**config.mk**
```make
export PLATFORM = sky130hd
export DESIGN_NAME = spi_accel_reader
export DESIGN_NICKNAME = d
export VERILOG_FILES = /design/src/rtl/spi_accel_reader.sv
export SDC_FILE = /design/constraint.sdc
export NUM_CORES = 1
export LEC_CHECK = 0
export BUFFER_PORTS_ARGS = -buffer_cell sky130_fd_sc_hd__buf_4
export CORE_AREA = 2 2 102 104
export DETAILED_ROUTE_END_ITERATION = 8
export DIE_AREA = 0 0 104 106
export MAX_ROUTING_LAYER = met4
export PLACE_DENSITY = 0.85
export SLEW_MARGIN = 20
export SYNTH_ARGS = -nofsm -noshare
export SYNTH_HDL_FRONTEND = slang
export SYNTH_SLANG_ARGS = --single-unit
```
**constraint.sdc**
```tcl
create_clock -name clk -period 9.1 [get_ports clk]
set_clock_uncertainty 0.2 [all_clocks]
set_input_delay 0.91 -clock clk [delete_from_list [all_inputs] [get_ports clk]]
set_output_delay 0.91 -clock clk [all_outputs]
set_load 0.1 [all_outputs]
```
**src/rtl/spi_accel_reader.sv**
```systemverilog
// rtl/spi_accel_reader.sv - SPI mode-3 accelerometer reader: one config write, then periodic burst reads
//
// Ports:
//   clk         system clock, rising edge
//   reset       asynchronous active-high reset
//   enable      allows periodic burst reads
//   data        packed axes, axis i in [16i+15:16i]
//   data_update one-cycle strobe when data is refreshed
//   busy        SPI transaction or inter-frame gap in progress
//   overrun     sticky; a sample tick arrived while busy
//   SPI_CSN     chip select, active low
//   SPI_CLK     SCLK, idles high
//   SPI_SDI     MOSI towards the sensor
//   SPI_SDO     MISO from the sensor
module spi_accel_reader #(
    parameter int         CLK_DIV       = 4,
    parameter int         UPDATE_PERIOD = 1000,
    parameter int         NUM_AXES      = 3,
    parameter logic [5:0] START_ADDR    = 6'h32,
    parameter logic [5:0] INIT_ADDR     = 6'h2D,
    parameter logic [7:0] INIT_DATA     = 8'h08
) (
    input  logic                    clk,
    input  logic                    reset,
    input  logic                    enable,
    output logic [16*NUM_AXES-1:0]  data,
    output logic                    data_update,
    output logic                    busy,
    output logic                    overrun,
    output logic                    SPI_CSN,
    output logic                    SPI_CLK,
    output logic                    SPI_SDI,
    input  logic                    SPI_SDO
);

    localparam int DW      = 16 * NUM_AXES;
    localparam int RD_BITS = 8 + DW;
    localparam int HW      = $clog2(2 * RD_BITS + 2);
    localparam int CW      = $clog2(2 * CLK_DIV);
    localparam int TW      = (UPDATE_PERIOD > 1) ? $clog2(UPDATE_PERIOD) : 1;

    localparam logic [CW-1:0] HALF_LAST    = CW'(CLK_DIV - 1);
    localparam logic [CW-1:0] GAP_LAST     = CW'(2 * CLK_DIV - 1);
    localparam logic [HW-1:0] INIT_HP_LAST = HW'(2 * 16 + 1);
    localparam logic [HW-1:0] RD_HP_LAST   = HW'(2 * RD_BITS + 1);
    localparam logic [TW-1:0] TICK_AT      = TW'(UPDATE_PERIOD - 1);

    localparam logic [1:0] S_INIT = 2'd0;
    localparam logic [1:0] S_IDLE = 2'd1;
    localparam logic [1:0] S_XFER = 2'd2;
    localparam logic [1:0] S_GAP  = 2'd3;

    logic [1:0]    state_q, state_d;
    logic [CW-1:0] div_q, div_d;
    logic [HW-1:0] hp_q, hp_d;
    logic          is_read_q, is_read_d;
    logic [15:0]   tx_q, tx_d;
    logic [DW-1:0] rx_q, rx_d;
    logic [DW-1:0] data_q, data_d;
    logic          upd_q, upd_d;
    logic          ovr_q, ovr_d;
    logic          csn_q, csn_d;
    logic          sclk_q, sclk_d;
    logic          sdi_q, sdi_d;
    logic          run_q, run_d;
    logic [TW-1:0] tmr_q, tmr_d;

    logic          tick;
    logic          half_end;
    logic [HW-1:0] hp_last;
    logic [DW-1:0] data_map;

    assign tick     = run_q && (tmr_q == TICK_AT);
    assign half_end = (div_q == HALF_LAST);
    assign hp_last  = is_read_q ? RD_HP_LAST : INIT_HP_LAST;

    // rx_q holds the data bytes in arrival order, byte 0 at the top;
    // each axis is little-endian (low byte first on the wire).
    always_comb begin
        data_map = '0;
        for (int i = 0; i < NUM_AXES; i++) begin
            data_map[16*i +: 8]   = rx_q[DW-1-16*i -: 8];
            data_map[16*i+8 +: 8] = rx_q[DW-9-16*i -: 8];
        end
    end

    // Half-period index hp: 0 = setup (high), odd = SCLK low, even = SCLK
    // high, last (odd) = hold with SCLK kept high before CSN rises.
    always_comb begin
        state_d   = state_q;
        div_d     = div_q;
        hp_d      = hp_q;
        is_read_d = is_read_q;
        tx_d      = tx_q;
        rx_d      = rx_q;
        data_d    = data_q;
        upd_d     = 1'b0;
        ovr_d     = ovr_q;
        csn_d     = csn_q;
        sclk_d    = sclk_q;
        sdi_d     = sdi_q;
        run_d     = run_q;
        tmr_d     = tmr_q;

        if (run_q) begin
            tmr_d = tick ? '0 : tmr_q + TW'(1);
        end
        if (tick && (state_q != S_IDLE)) begin
            ovr_d = 1'b1;
        end

        case (state_q)
            S_INIT: begin
                tx_d      = {2'b00, INIT_ADDR, INIT_DATA};
                is_read_d = 1'b0;
                state_d   = S_XFER;
                csn_d     = 1'b0;
                div_d     = '0;
                hp_d      = '0;
            end
            S_IDLE: begin
                if (tick && enable) begin
                    tx_d      = {2'b11, START_ADDR, 8'h00};
                    is_read_d = 1'b1;
                    state_d   = S_XFER;
                    csn_d     = 1'b0;
                    div_d     = '0;
                    hp_d      = '0;
                end
            end
            S_XFER: begin
                if (half_end) begin
                    div_d = '0;
                    if (hp_q == hp_last) begin
                        state_d = S_GAP;
                        csn_d   = 1'b1;
                        sdi_d   = 1'b0;
                        if (is_read_q) begin
                            upd_d  = 1'b1;
                            data_d = data_map;
                        end
                    end else begin
                        hp_d = hp_q + HW'(1);
                        if (!hp_q[0] && (hp_q != hp_last - HW'(1))) begin
                            sclk_d = 1'b0;
                            sdi_d  = tx_q[15];
                            tx_d   = {tx_q[14:0], 1'b0};
                        end else if (hp_q[0]) begin
                            // Rising SCLK edge: capture MISO.
                            sclk_d = 1'b1;
                            rx_d   = {rx_q[DW-2:0], SPI_SDO};
                        end
                    end
                end else begin
                    div_d = div_q + CW'(1);
                end
            end
            default: begin
                if (div_q == GAP_LAST) begin
                    state_d = S_IDLE;
                    div_d   = '0;
                    // The tick timer starts from 0 once the config write is done.
                    if (!is_read_q) begin
                        run_d = 1'b1;
                    end
                end else begin
                    div_d = div_q + CW'(1);
                end
            end
        endcase
    end

    always_ff @(posedge clk or posedge reset) begin
        if (reset) begin
            state_q   <= S_INIT;
            div_q     <= '0;
            hp_q      <= '0;
            is_read_q <= 1'b0;
            tx_q      <= '0;
            rx_q      <= '0;
            data_q    <= '0;
            upd_q     <= 1'b0;
            ovr_q     <= 1'b0;
            csn_q     <= 1'b1;
            sclk_q    <= 1'b1;
            sdi_q     <= 1'b0;
            run_q     <= 1'b0;
            tmr_q     <= '0;
        end else begin
            state_q   <= state_d;
            div_q     <= div_d;
            hp_q      <= hp_d;
            is_read_q <= is_read_d;
            tx_q      <= tx_d;
            rx_q      <= rx_d;
            data_q    <= data_d;
            upd_q     <= upd_d;
            ovr_q     <= ovr_d;
            csn_q     <= csn_d;
            sclk_q    <= sclk_d;
            sdi_q     <= sdi_d;
            run_q     <= run_d;
            tmr_q     <= tmr_d;
        end
    end

    assign data        = data_q;
    assign data_update = upd_q;
    assign busy        = (state_q == S_XFER) || (state_q == S_GAP);
    assign overrun     = ovr_q;
    assign SPI_CSN     = csn_q;
    assign SPI_CLK     = sclk_q;
    assign SPI_SDI     = sdi_q;

endmodule

```
==> impl_metrics.toml <==
[finish]
syn2layout_area_growth_pct = 19.44
fillCellCount = 691
num_antenna_cells = 0
regArea_sq_um = 3456
drive_gt1_frac = 0.4143
fin_area_sq_um = 6903
multi_input_area_sq_um = 2160
finish.net_count = 494

[logic_synthesis]
syn-num-nets = 433
synthTopCellsByCount = "136 x dfrtp_1, 93 x mux2_2, 20 x inv_1, 19 x nand2_1"
yosys_register_bits = 138
syn_area_per_cell_sq_um = 13.86
synth_top_family_by_area = "multiplexers"
ys_seq_area_frac = 0.5980
synthMuxAreaShare = 0.2132
yosys.area.top_type = "dfrtp_1"
synthTopCellsByArea = "dfrtp_1 59%, mux2_2 18%, ha_1 2.6%"
synth_most_common_cell = "dfrtp_1"
synthSimpleGateAreaFrac = 0.05845
synth.distinct_cells = 44
synth-main-ff-cell = "dfrtp_1"
synth_edf_count = 0
synthXorXnorAreaFrac = 0.01212
synth_compound_area_frac = 0.06213
syn-instance-count = 417
synth_warnings = 0
ys_async_sr_fraction = 1.000
syn_area_sq_um = 5779
synth_top_area_share = 0.5889
synthAdderAreaFrac = 0.02598

[sta]
min_period_ns = 3.406
maxSlewHeadroom = 0.4822
rsz0062_at_grt = "no"
fin_crit_sh = 0.3743
worstMarginPinSlew_ns = 0.7767
fmax_mhz = 293.6
setup_violations = 0
setup-tns-final_ns = 0
final-max-slew-violation-count = 0
hold_violations = 0

[placed_design]
dpl.hpwl_um = 6320
portBuffers = 57
gp_congestion = 0.8335
dpl_cell_area_sq_um = 6304

[setup_path]
critPathKind = "register to output port"
crit_top_cell = "inv_1"
cp_max_fo = 24
crit_slowest_cell = "ha_1"
critPathLaunchType = "register"
crit_path_cell_trace = "inv_1 > ha_1 > nor2_1 > inv_1 > buf_4"
slowest_delay_ns = 0.67
cp_data_arrival_time_ns = 2.30
cp-end-kind = "output port"
crit_required_ns = 7.99

[route]
routed_wl_um = 10270
via_per_inst = 5.393
routed-via-count = 3376
drc = 0
drtPass1Iterations = 4
drtAntennaViolNets = 0
drt_iter0_drc = 174
wire_per_inst_um = 16.41

[clocking]
path_clk_slew_ns = 0.06
cts_tree = "done"
clk_latency_ns = 0.52
postCtsSetupBuffers = 0
clockBufferDepth = 2
cts.sinks = 138
htree_levels = 4
post_cts_resized = 0
cts_buffers = 17
root_buffer = "clkbuf_8"
cts_hold_buf = 0

[floorplanning]
die_area_sq_um = 11020
die_x_um = 104
start_util = 0.5780
core_area_sq_um = 10000
rows = 37
die_h_um = 106
pin_count = 58

[power]
power_density_nw_per_um2 = 190.0
worst_ir_drop_vdd_uv = 112.1
leakage_nw = 3.611
finalPower_w = 0.001312

[global_route]
grt_antenna_before_repair = 0
track_usage = 0.2043
grt-ovfl-total = 0
grt_max_degree = 86
first_global_vias = 3499
grt_pass1_wl_um = 17100

[worst_hold_path]
hold_class = "primary input to asynchronous set/reset pin"

[job]
max_cap_violations = 0

[outcome]
status = "completed"
-- registers in the layout, summed over array words and instances (netlist names) --
name and count:
tmr_q 10, SPI_CLK 1, SPI_SDI 1, hp_q 7, is_read_q 1, data 48
overrun 1, div_q 3, SPI_CSN 1, data_update 1, state_q 2, rx_q 48
run_q 1, tx_q 13
-- worst paths after layout --
path                            end  cells after the start  slack, ns       start
setup / recovery               busy                      5       5.69  state_q[0]
hold / removal             tmr_q[2]                      2       0.23       reset
setup reg to reg           rx_q[38]                      6       6.24  state_q[0]
hold reg to reg             overrun                      1       0.25     overrun
max in group asynchronous  rx_q[21]                      3       7.38       reset
min in group clk            overrun                      1       0.25     overrun
-- worst max-delay path, delay by kind of cell, from the launching register on --
family,cells,cell delay [ns]
and+or+nand+nor,1,0.21
DFF,1,0.40
buffers and inverters,3,0.50
adders and majority gates,1,0.67
-- power breakdown --
group,internal [W],switching [W]
Clock,0.000432,0.000253
Combinational,0.00000159,0.0000118
Sequential,0.000614,0.000000185
-- placed cells by master (no fill, tap or decap), types with 2 or more instances in the layout --
cell | synthesis | final
a2bb2oi_1 | 3 | 3
clkinv_2 | 0 | 2
clkbuf_16 | 0 | 16
nor3_1 | 4 | 4
nand2_2 | 1 | 2
nor2b_1 | 4 | 4
a21o_1 | 2 | 2
mux2i_1 | 5 | 5
nand3b_1 | 2 | 2
ha_1 | 12 | 12
bufinv_16 | 0 | 3
o21ai_0 | 11 | 11
mux2_4 | 9 | 9
dfrtp_1 | 136 | 136
clkinvlp_4 | 0 | 2
nand2_1 | 19 | 17
dfstp_2 | 2 | 2
nand3_1 | 8 | 8
a31o_2 | 2 | 2
and2_1 | 3 | 3
and3_1 | 3 | 3
nand2b_1 | 3 | 3
clkbuf_8 | 0 | 3
a22o_1 | 6 | 6
inv_1 | 20 | 19
xnor2_1 | 5 | 5
mux2_2 | 93 | 93
buf_4 | 0 | 58
inv_6 | 0 | 3
a21oi_1 | 12 | 12
nor2_1 | 12 | 12
xor2_1 | 3 | 3
nand4_1 | 3 | 3
clkbuf_1 | 4 | 2
o31ai_1 | 3 | 3
-- area by class of cell --
type                       count  area share
clock inverter                10     0.02048
tap                          136     0.02465
clock buffer                  21     0.06507
sequential                   138      0.5006
multi-input combinational    242      0.3129
inverter                      20     0.01160
timing repair buffer          59     0.06471
-- routing by layer --
| metal | vias to the layer above | global-route usage | wire length, um |
|---|---|---|---|
| met1 | 1702 | 0.2553 | 4559 |
| li1 | 1585 | - | - |
| met4 | 0 | 0.08880 | 204 |
| met3 | 16 | 0.05395 | 335 |
| met2 | 73 | 0.3186 | 5171 |
| met5 | - | - | 0 |
-- cells by family (layout without fill, tap and decap cells) --
| family | after synthesis | count (layout) |
|---|---|---|
| buffers and inverters | 37 | 110 |
| AO/OA/AOI/OAI | 49 | 49 |
| multiplexers | 107 | 107 |
| XOR/XNOR | 8 | 8 |
| flip-flops | 138 | 138 |
| adder cells (fa/ha/maj) | 12 | 12 |
| AND/OR/NAND/NOR | 66 | 66 |
-- metrics by stage --
step | std cells | util | worst slack, ns | hold WS, ns
4_1_cts | 626 | 0.6894 | 5.659 | 0.2335
3_3_place_gp | 595 | 0.6304 | 6.138 | 0.2431
3_5_place_dp | 595 | 0.6304 | 5.982 | 0.2460
5_1_grt | 626 | 0.6903 | 5.462 | 0.2535
2_1_floorplan | 417 | - | 4.297 | 0.2569
6_report | 626 | 0.6903 | 5.694 | 0.2332
No activity file was read; power rests on OpenSTA's default activity.
